--- config.mk ---
export PLATFORM = sky130hd
export DESIGN_NAME = pipe_controller
export DESIGN_NICKNAME = d
export VERILOG_FILES = /design/src/rtl/pipe_ctrl_pkg.sv /design/src/rtl/ctrl_decode.sv /design/src/rtl/pipe_controller.sv
export SDC_FILE = /design/constraint.sdc
export NUM_CORES = 1
export LEC_CHECK = 0
export ABC_CLOCK_PERIOD_IN_PS = 1400
export BUFFER_PORTS_ARGS = -buffer_cell sky130_fd_sc_hd__buf_2
export CAP_MARGIN = 25
export CORE_MARGIN = 1.5
export CORE_UTILIZATION = 39
export CTS_BUF_LIST = sky130_fd_sc_hd__clkbuf_2
export DETAILED_ROUTE_END_ITERATION = 8
export GPL_TIMING_DRIVEN = 1
export PLACE_DENSITY = 0.75
export SYNTH_ARGS = -nofsm -noshare
export SYNTH_HDL_FRONTEND = slang
export SYNTH_HIERARCHICAL = 1
export SYNTH_SLANG_ARGS = --single-unit
--- constraint.sdc ---
create_clock -name clk -period 1.4 [get_ports clk]
set_clock_uncertainty 0.15 [all_clocks]
set_input_delay 0.14 -clock clk [delete_from_list [all_inputs] [get_ports clk]]
set_output_delay 0.14 -clock clk [all_outputs]
set_load 0.02 [all_outputs]
--- src/rtl/pipe_ctrl_pkg.sv ---
// Shared opcode/funct constants, ALU control encoding and the per-stage control bundle.
// Latency: n/a (types and constants only).
// Backpressure: n/a.
package pipe_ctrl_pkg;

  localparam int OP_W      = 6;
  localparam int FUNCT_W   = 6;
  localparam int ALU_ENC_W = 8;

  localparam logic [OP_W-1:0] OP_RTYPE = 6'h00;
  localparam logic [OP_W-1:0] OP_J     = 6'h02;
  localparam logic [OP_W-1:0] OP_JAL   = 6'h03;
  localparam logic [OP_W-1:0] OP_BEQ   = 6'h04;
  localparam logic [OP_W-1:0] OP_BNE   = 6'h05;
  localparam logic [OP_W-1:0] OP_BLEZ  = 6'h06;
  localparam logic [OP_W-1:0] OP_BGTZ  = 6'h07;
  localparam logic [OP_W-1:0] OP_ADDI  = 6'h08;
  localparam logic [OP_W-1:0] OP_ADDIU = 6'h09;
  localparam logic [OP_W-1:0] OP_SLTI  = 6'h0A;
  localparam logic [OP_W-1:0] OP_SLTIU = 6'h0B;
  localparam logic [OP_W-1:0] OP_ANDI  = 6'h0C;
  localparam logic [OP_W-1:0] OP_ORI   = 6'h0D;
  localparam logic [OP_W-1:0] OP_LUI   = 6'h0F;
  localparam logic [OP_W-1:0] OP_LW    = 6'h23;
  localparam logic [OP_W-1:0] OP_SW    = 6'h2B;

  // Upper two bits of the ALU control word select funct-driven vs opcode-driven operation.
  localparam logic [1:0] ALU_SEL_RTYPE = 2'b10;
  localparam logic [1:0] ALU_SEL_OP    = 2'b00;

  // Control bundle carried down the pipeline; valid=0 marks a bubble.
  typedef struct packed {
    logic                 valid;
    logic                 invalid;
    logic                 regwrite;
    logic                 regdst;
    logic                 memen;
    logic                 memwrite;
    logic                 memtoreg;
    logic                 alusrc;
    logic [ALU_ENC_W-1:0] aluctl;
  } ctrl_t;

  localparam int    CTRL_W      = $bits(ctrl_t);
  localparam ctrl_t CTRL_BUBBLE = '0;

  function automatic logic [ALU_ENC_W-1:0] alu_encode(input logic [OP_W-1:0] op,
                                                      input logic [FUNCT_W-1:0] funct);
    if (op == OP_RTYPE) return {ALU_SEL_RTYPE, funct};
    return {ALU_SEL_OP, op};
  endfunction

endpackage

--- src/rtl/ctrl_decode.sv ---
// Combinational instruction decode plus branch-condition evaluation for the D stage.
// Latency: 0 cycles (pure combinational).
// Backpressure: none; outputs follow inputs, everything forced to bubble when valid_i=0.
module ctrl_decode
  import pipe_ctrl_pkg::*;
#(
  parameter int DW = 32
) (
  input  logic [31:0]       instr_i,
  input  logic              valid_i,
  input  logic [DW-1:0]     compa_i,
  input  logic [DW-1:0]     compb_i,
  output logic [CTRL_W-1:0] ctrl_o,
  output logic [1:0]        pcsrc_o
);

  logic [OP_W-1:0]    op;
  logic [FUNCT_W-1:0] funct;
  ctrl_t              c;
  logic               branch;
  logic               jump;
  logic               cond;
  logic               unused_instr;

  assign op           = instr_i[31:26];
  assign funct        = instr_i[5:0];
  // Register specifiers and immediates are not needed for control.
  assign unused_instr = ^instr_i[25:6];

  // Opcode decode; unrecognised opcodes flag invalid and leave every enable low.
  always_comb begin
    c      = CTRL_BUBBLE;
    branch = 1'b0;
    jump   = 1'b0;
    if (valid_i) begin
      c.valid  = 1'b1;
      c.aluctl = alu_encode(op, funct);
      case (op)
        OP_RTYPE: begin
          c.regwrite = 1'b1;
          c.regdst   = 1'b1;
        end
        OP_LW: begin
          c.memen    = 1'b1;
          c.memtoreg = 1'b1;
          c.regwrite = 1'b1;
          c.alusrc   = 1'b1;
        end
        OP_SW: begin
          c.memen    = 1'b1;
          c.memwrite = 1'b1;
          c.alusrc   = 1'b1;
        end
        OP_ADDI, OP_ADDIU, OP_SLTI, OP_SLTIU, OP_ANDI, OP_ORI, OP_LUI: begin
          c.regwrite = 1'b1;
          c.alusrc   = 1'b1;
        end
        OP_BEQ, OP_BNE, OP_BLEZ, OP_BGTZ: branch = 1'b1;
        OP_J:                             jump   = 1'b1;
        OP_JAL: begin
          jump       = 1'b1;
          c.regwrite = 1'b1;
        end
        default: c.invalid = 1'b1;
      endcase
    end
  end

  // Branch condition on the forwarded operands; blez/bgtz treat compa as signed.
  always_comb begin
    cond = 1'b0;
    case (op)
      OP_BEQ:  cond = (compa_i == compb_i);
      OP_BNE:  cond = (compa_i != compb_i);
      OP_BLEZ: cond = compa_i[DW-1] | (compa_i == '0);
      OP_BGTZ: cond = ~compa_i[DW-1] & (compa_i != '0);
      default: cond = 1'b0;
    endcase
  end

  assign ctrl_o  = c;
  assign pcsrc_o = {jump, branch & cond};

endmodule

--- src/rtl/pipe_controller.sv ---
// Pipelined control path: decode in D, then control bundle through E, M1..M(NMEM), W.
// Latency: D to W is NMEM+2 cycles without stalls; pcsrcD is combinational.
// Backpressure: stallE holds E and bubbles M1; flushE/flushM insert bubbles (flushE beats stallE).
module pipe_controller
  import pipe_ctrl_pkg::*;
#(
  parameter int DW    = 32,
  parameter int ALUCW = 8,   // must be >= ALU_ENC_W
  parameter int NMEM  = 1    // 1..3 memory stages
) (
  input  logic             clk,
  input  logic             resetn,
  input  logic [31:0]      instrD,
  input  logic             validD,
  input  logic [DW-1:0]    compa,
  input  logic [DW-1:0]    compb,
  input  logic             stallE,
  input  logic             flushE,
  input  logic             flushM,
  output logic [1:0]       pcsrcD,
  output logic [ALUCW-1:0] alucontrolE,
  output logic             alusrcE,
  output logic             regdstE,
  output logic             memenM,
  output logic             memwriteM,
  output logic             memtoregM,
  output logic             regwriteM,
  output logic             regwriteW,
  output logic             memtoregW,
  output logic             invalidE,
  output logic             busyE,
  output logic             busyM
);

  logic [CTRL_W-1:0] dec_ctrl;
  ctrl_t             dec_c;
  ctrl_t             e_d;
  ctrl_t             e_q;
  ctrl_t             m1_d;
  ctrl_t             m_out [NMEM];
  ctrl_t             m_last;
  logic [NMEM-1:0]   m_vld;
  logic              w_vld_q;
  logic              w_regwrite_q;
  logic              w_memtoreg_q;
  logic              unused_mlast;

  ctrl_decode #(
    .DW (DW)
  ) u_decode (
    .instr_i (instrD),
    .valid_i (validD),
    .compa_i (compa),
    .compb_i (compb),
    .ctrl_o  (dec_ctrl),
    .pcsrc_o (pcsrcD)
  );

  assign dec_c = ctrl_t'(dec_ctrl);

  // E next state: flush wins over stall, stall recirculates, otherwise take decode.
  always_comb begin
    e_d = dec_c;
    if (flushE)      e_d = CTRL_BUBBLE;
    else if (stallE) e_d = e_q;
  end

  // E register; reset discards anything held by a stall.
  always_ff @(posedge clk or negedge resetn) begin
    if (!resetn) e_q <= CTRL_BUBBLE;
    else         e_q <= e_d;
  end

  // M1 next state: bubble on flushM, on a real stall, or when E holds an invalid op.
  always_comb begin
    m1_d = e_q;
    if (flushM || (stallE && !flushE) || e_q.invalid) m1_d = CTRL_BUBBLE;
  end

  for (genvar g = 0; g < NMEM; g++) begin : g_mem
    ctrl_t stage_d;
    ctrl_t stage_q;
    if (g == 0) begin : g_first
      assign stage_d = m1_d;
    end else begin : g_rest
      assign stage_d = m_out[g-1];
    end
    // One memory-stage register; later stages always advance.
    always_ff @(posedge clk or negedge resetn) begin
      if (!resetn) stage_q <= CTRL_BUBBLE;
      else         stage_q <= stage_d;
    end
    assign m_out[g] = stage_q;
    assign m_vld[g] = stage_q.valid;
  end

  assign m_last = m_out[NMEM-1];
  // Execute-only fields are dead once the bundle reaches the last M stage.
  assign unused_mlast = ^{m_last.invalid, m_last.regdst, m_last.alusrc, m_last.aluctl};

  // Writeback register keeps only what W needs.
  always_ff @(posedge clk or negedge resetn) begin
    if (!resetn) begin
      w_vld_q      <= 1'b0;
      w_regwrite_q <= 1'b0;
      w_memtoreg_q <= 1'b0;
    end else begin
      w_vld_q      <= m_last.valid;
      w_regwrite_q <= m_last.regwrite;
      w_memtoreg_q <= m_last.memtoreg;
    end
  end

  assign alucontrolE = ALUCW'(e_q.aluctl);
  assign alusrcE     = e_q.valid & e_q.alusrc;
  assign regdstE     = e_q.valid & e_q.regdst;
  assign invalidE    = e_q.valid & e_q.invalid;
  assign busyE       = e_q.valid;

  assign memenM      = m_last.valid & m_last.memen;
  assign memwriteM   = m_last.valid & m_last.memwrite;
  assign memtoregM   = m_last.valid & m_last.memtoreg;
  assign regwriteM   = m_last.valid & m_last.regwrite;
  assign busyM       = |m_vld;

  assign regwriteW   = w_vld_q & w_regwrite_q;
  assign memtoregW   = w_vld_q & w_memtoreg_q;

endmodule

==> impl_metrics.json <==
{
  "outcome": "finished, violations left",
  "violations": "setup timing",
  "ff2ff_path_depth": 2,
  "die-area_um2": 5100,
  "rr_endpoint": "busyM$_DFF_PN0_",
  "p_leak_nw": 1.36,
  "wire_per_inst_um": 13.2,
  "wirelength_mm": 4.69,
  "power_density_nw_per_um2": 550,
  "worstPathRequired_ns": 1.11,
  "period_minus_slack_ns": 1.93,
  "num_antenna_cells": 0,
  "clkSinkCount": 24,
  "cts_buffers": 3,
  "period_share": 1.38,
  "postRouteAntennaNets": 0,
  "synth.avg_cell_area_um2": 9.36,
  "first_pass_iters": 4,
  "layout_setup_ws_ns": -0.525,
  "final_common_cell": "buf_2",
  "hpwl_mm": 3.77,
  "r2r_start": "e_q[14]$_DFFE_PN0P_",
  "ir_worst_vdd_v": 0.000289,
  "reg2reg_slack_ns": 0.23,
  "place_congestion": 0.910,
  "ios": 123,
  "critPathKind": "in2out",
  "cts_max_level": 1,
  "vias": 1773,
  "cts_root_buf": "clkbuf_2",
  "critPathCaptureType": "output pin",
  "drv_slew": 0,
  "start_util": 0.413,
  "port_buffers": 102,
  "grt_pass1_wl_mm": 7.85,
  "max_cap_violations": 0,
  "holdCritStartpoint": "instrD[4]",
  "finalCoreUtilization": 0.593,
  "drive_gt1_frac": 0.490,
  "grt_max_degree": 25,
  "stdcell_count": 356,
  "first_global_vias": 1837,
  "die_h_um": 71.4,
  "ys_types": 32,
  "dieWidth_um": 71.4,
  "synth_seq_cells": 24,
  "cp_max_fo": 2,
  "final_cell_mix": "89 x buf_2, 32 x xor2_1, 21 x nor2_1, 21 x dfrtp_1, 18 x buf_4",
  "drc_errors": 0,
  "fin_nets": 408,
  "fmax_mhz": 519,
  "tritoncts": "done",
  "clk_pin_slew_ns": 0.20,
  "coreArea_um2": 4410,
  "syn_inst": 195,
  "power_mw": 1.44,
  "num_rows": 24,
  "grt_usage": 0.195,
  "cp.arrival_ns": 1.64,
  "clock_path_buffers": 2,
  "holdWs_ns": 0.0516,
  "rsz0062_at_grt": "true",
  "dp_cells": 347,
  "antenna_found_initial": 0,
  "syn_area_um2": 1820,
  "slew_headroom": 0.647,
  "syn2layout_area_growth_pct": 43.4,
  "overflow": 0,
  "yosysSeqAreaShare": 0.329,
  "async_reset_ff_frac": 1.00,
  "hold_end": "alucontrolE[4]$_DFFE_PN0P_",
  "setup_viol": 1,
  "hold_class": "in2reg",
  "vias_per_cell": 4.98,
  "synth_edf_count": 0,
  "hold_viol_final": 0,
  "drtIter0Drc": 113,
  "holdPathStages": 5,
  "tightestPinTransition_ns": 0.529,
  "yosys_warnings": 6,
  "dp_worst_setup_slack_ns": -0.560,
  "syn_nets": 297,
  "ys_dominant_reg_cell": "dfrtp_1",
  "clk_latency_ns": 0.33,
  "start_kind": "primary input"
}
[logic make-up after synthesis]
group	after synthesis	synth area share
DFF	24	0.329
other	1	0.00206
buffers and inverters	22	0.0830
AOI/OAI and AO/OA	16	0.0556
and+or+nand+nor	83	0.283
muxes	17	0.0933
xor gates and xnor gates	32	0.154
[what timing repair did]
action	in CTS	in global routing
hold buffers	4	0
hold endpoints to repair	30	0
endpoints found under the setup margin	5	11
gates resized for setup	19	22
pin swaps	14	8
buffers inserted	2	0
[metrics by stage]
stage / TNS (ns) / area, um^2
6_report: -0.525 / 2620
2_1_floorplan: -0.167 / 1830
3_5_place_dp: -1.95 / 2410
3_3_place_gp: -1.56 / 2410
5_1_grt: -0.990 / 2620
4_1_cts: -0.494 / 2550
[cells in the mapped netlist, types with 3 or more instances]
cell type / count / area [um^2]
xor2_1: 32 / 280
dfrtp_1: 24 / 601
nor2_1: 21 / 78.8
mux2i_1: 17 / 170
buf_4: 13 / 97.6
and2_1: 12 / 75.1
nor4_1: 11 / 68.8
nor2b_1: 9 / 56.3
a21oi_1: 7 / 35.0
nor4b_1: 6 / 52.6
nand2_1: 5 / 18.8
nor4_2: 5 / 62.6
clkbuf_1: 4 / 15.0
and3_1: 3 / 18.8
o21ai_0: 3 / 15.0
[worst max path at each step]
stage                     slack [ns]        end      start  cells after the start
final                          -0.53  pcsrcD[0]  compa[28]                      7
after global routing           -0.62  pcsrcD[0]  compa[13]                      7
after CTS                      -0.49  pcsrcD[0]  compb[10]                      7
after detailed placement       -0.56  pcsrcD[0]  compa[25]                      7
after global placement         -0.55  pcsrcD[0]  compa[25]                      7
after floorplan                -0.17  pcsrcD[0]  compa[29]                      5
[flip-flops by register name (all words and copies together) (netlist names)]
name           flops
g_mem.stage_q      4
w_vld_q            1
alucontrolE        8
e_q                7
busyM              1
w_regwrite_q       1
w_memtoreg_q       1
busyE              1
[cell type report]
type	instances	area (um^2)
Clock buffer	3	15.0
Fill cell	380	1800
Inverter	2	7.51
Multi-Input combinational cell	149	1130
Sequential cell	24	604
Tap cell	52	65.1
Timing Repair Buffer	126	798
[worst max-delay path: stages]
cell and delay, ns:
buf_2 0.11, xor2_1 0.16, nor4_2 0.30, nand4_1 0.19, o2111ai_2 0.21, or3b_4 0.40
buf_6 0.14
[power by group]
group	switching [mW]	total (mW)	internal, mW
sequential	0.0115	0.722	0.710
combinational	0.232	0.467	0.234
clock	0.191	0.249	0.0584
total	0.435	1.44	1.00
[per-layer routing]
metal,share of wire,vias up,GRT usage
met2,0.51,54,0.343
li1,-,889,-
met3,0.049,12,0.0380
met5,0,-,0
met4,0.027,0,0.0901
met1,0.42,818,0.227
No activity file was read; power rests on OpenSTA's default activity.
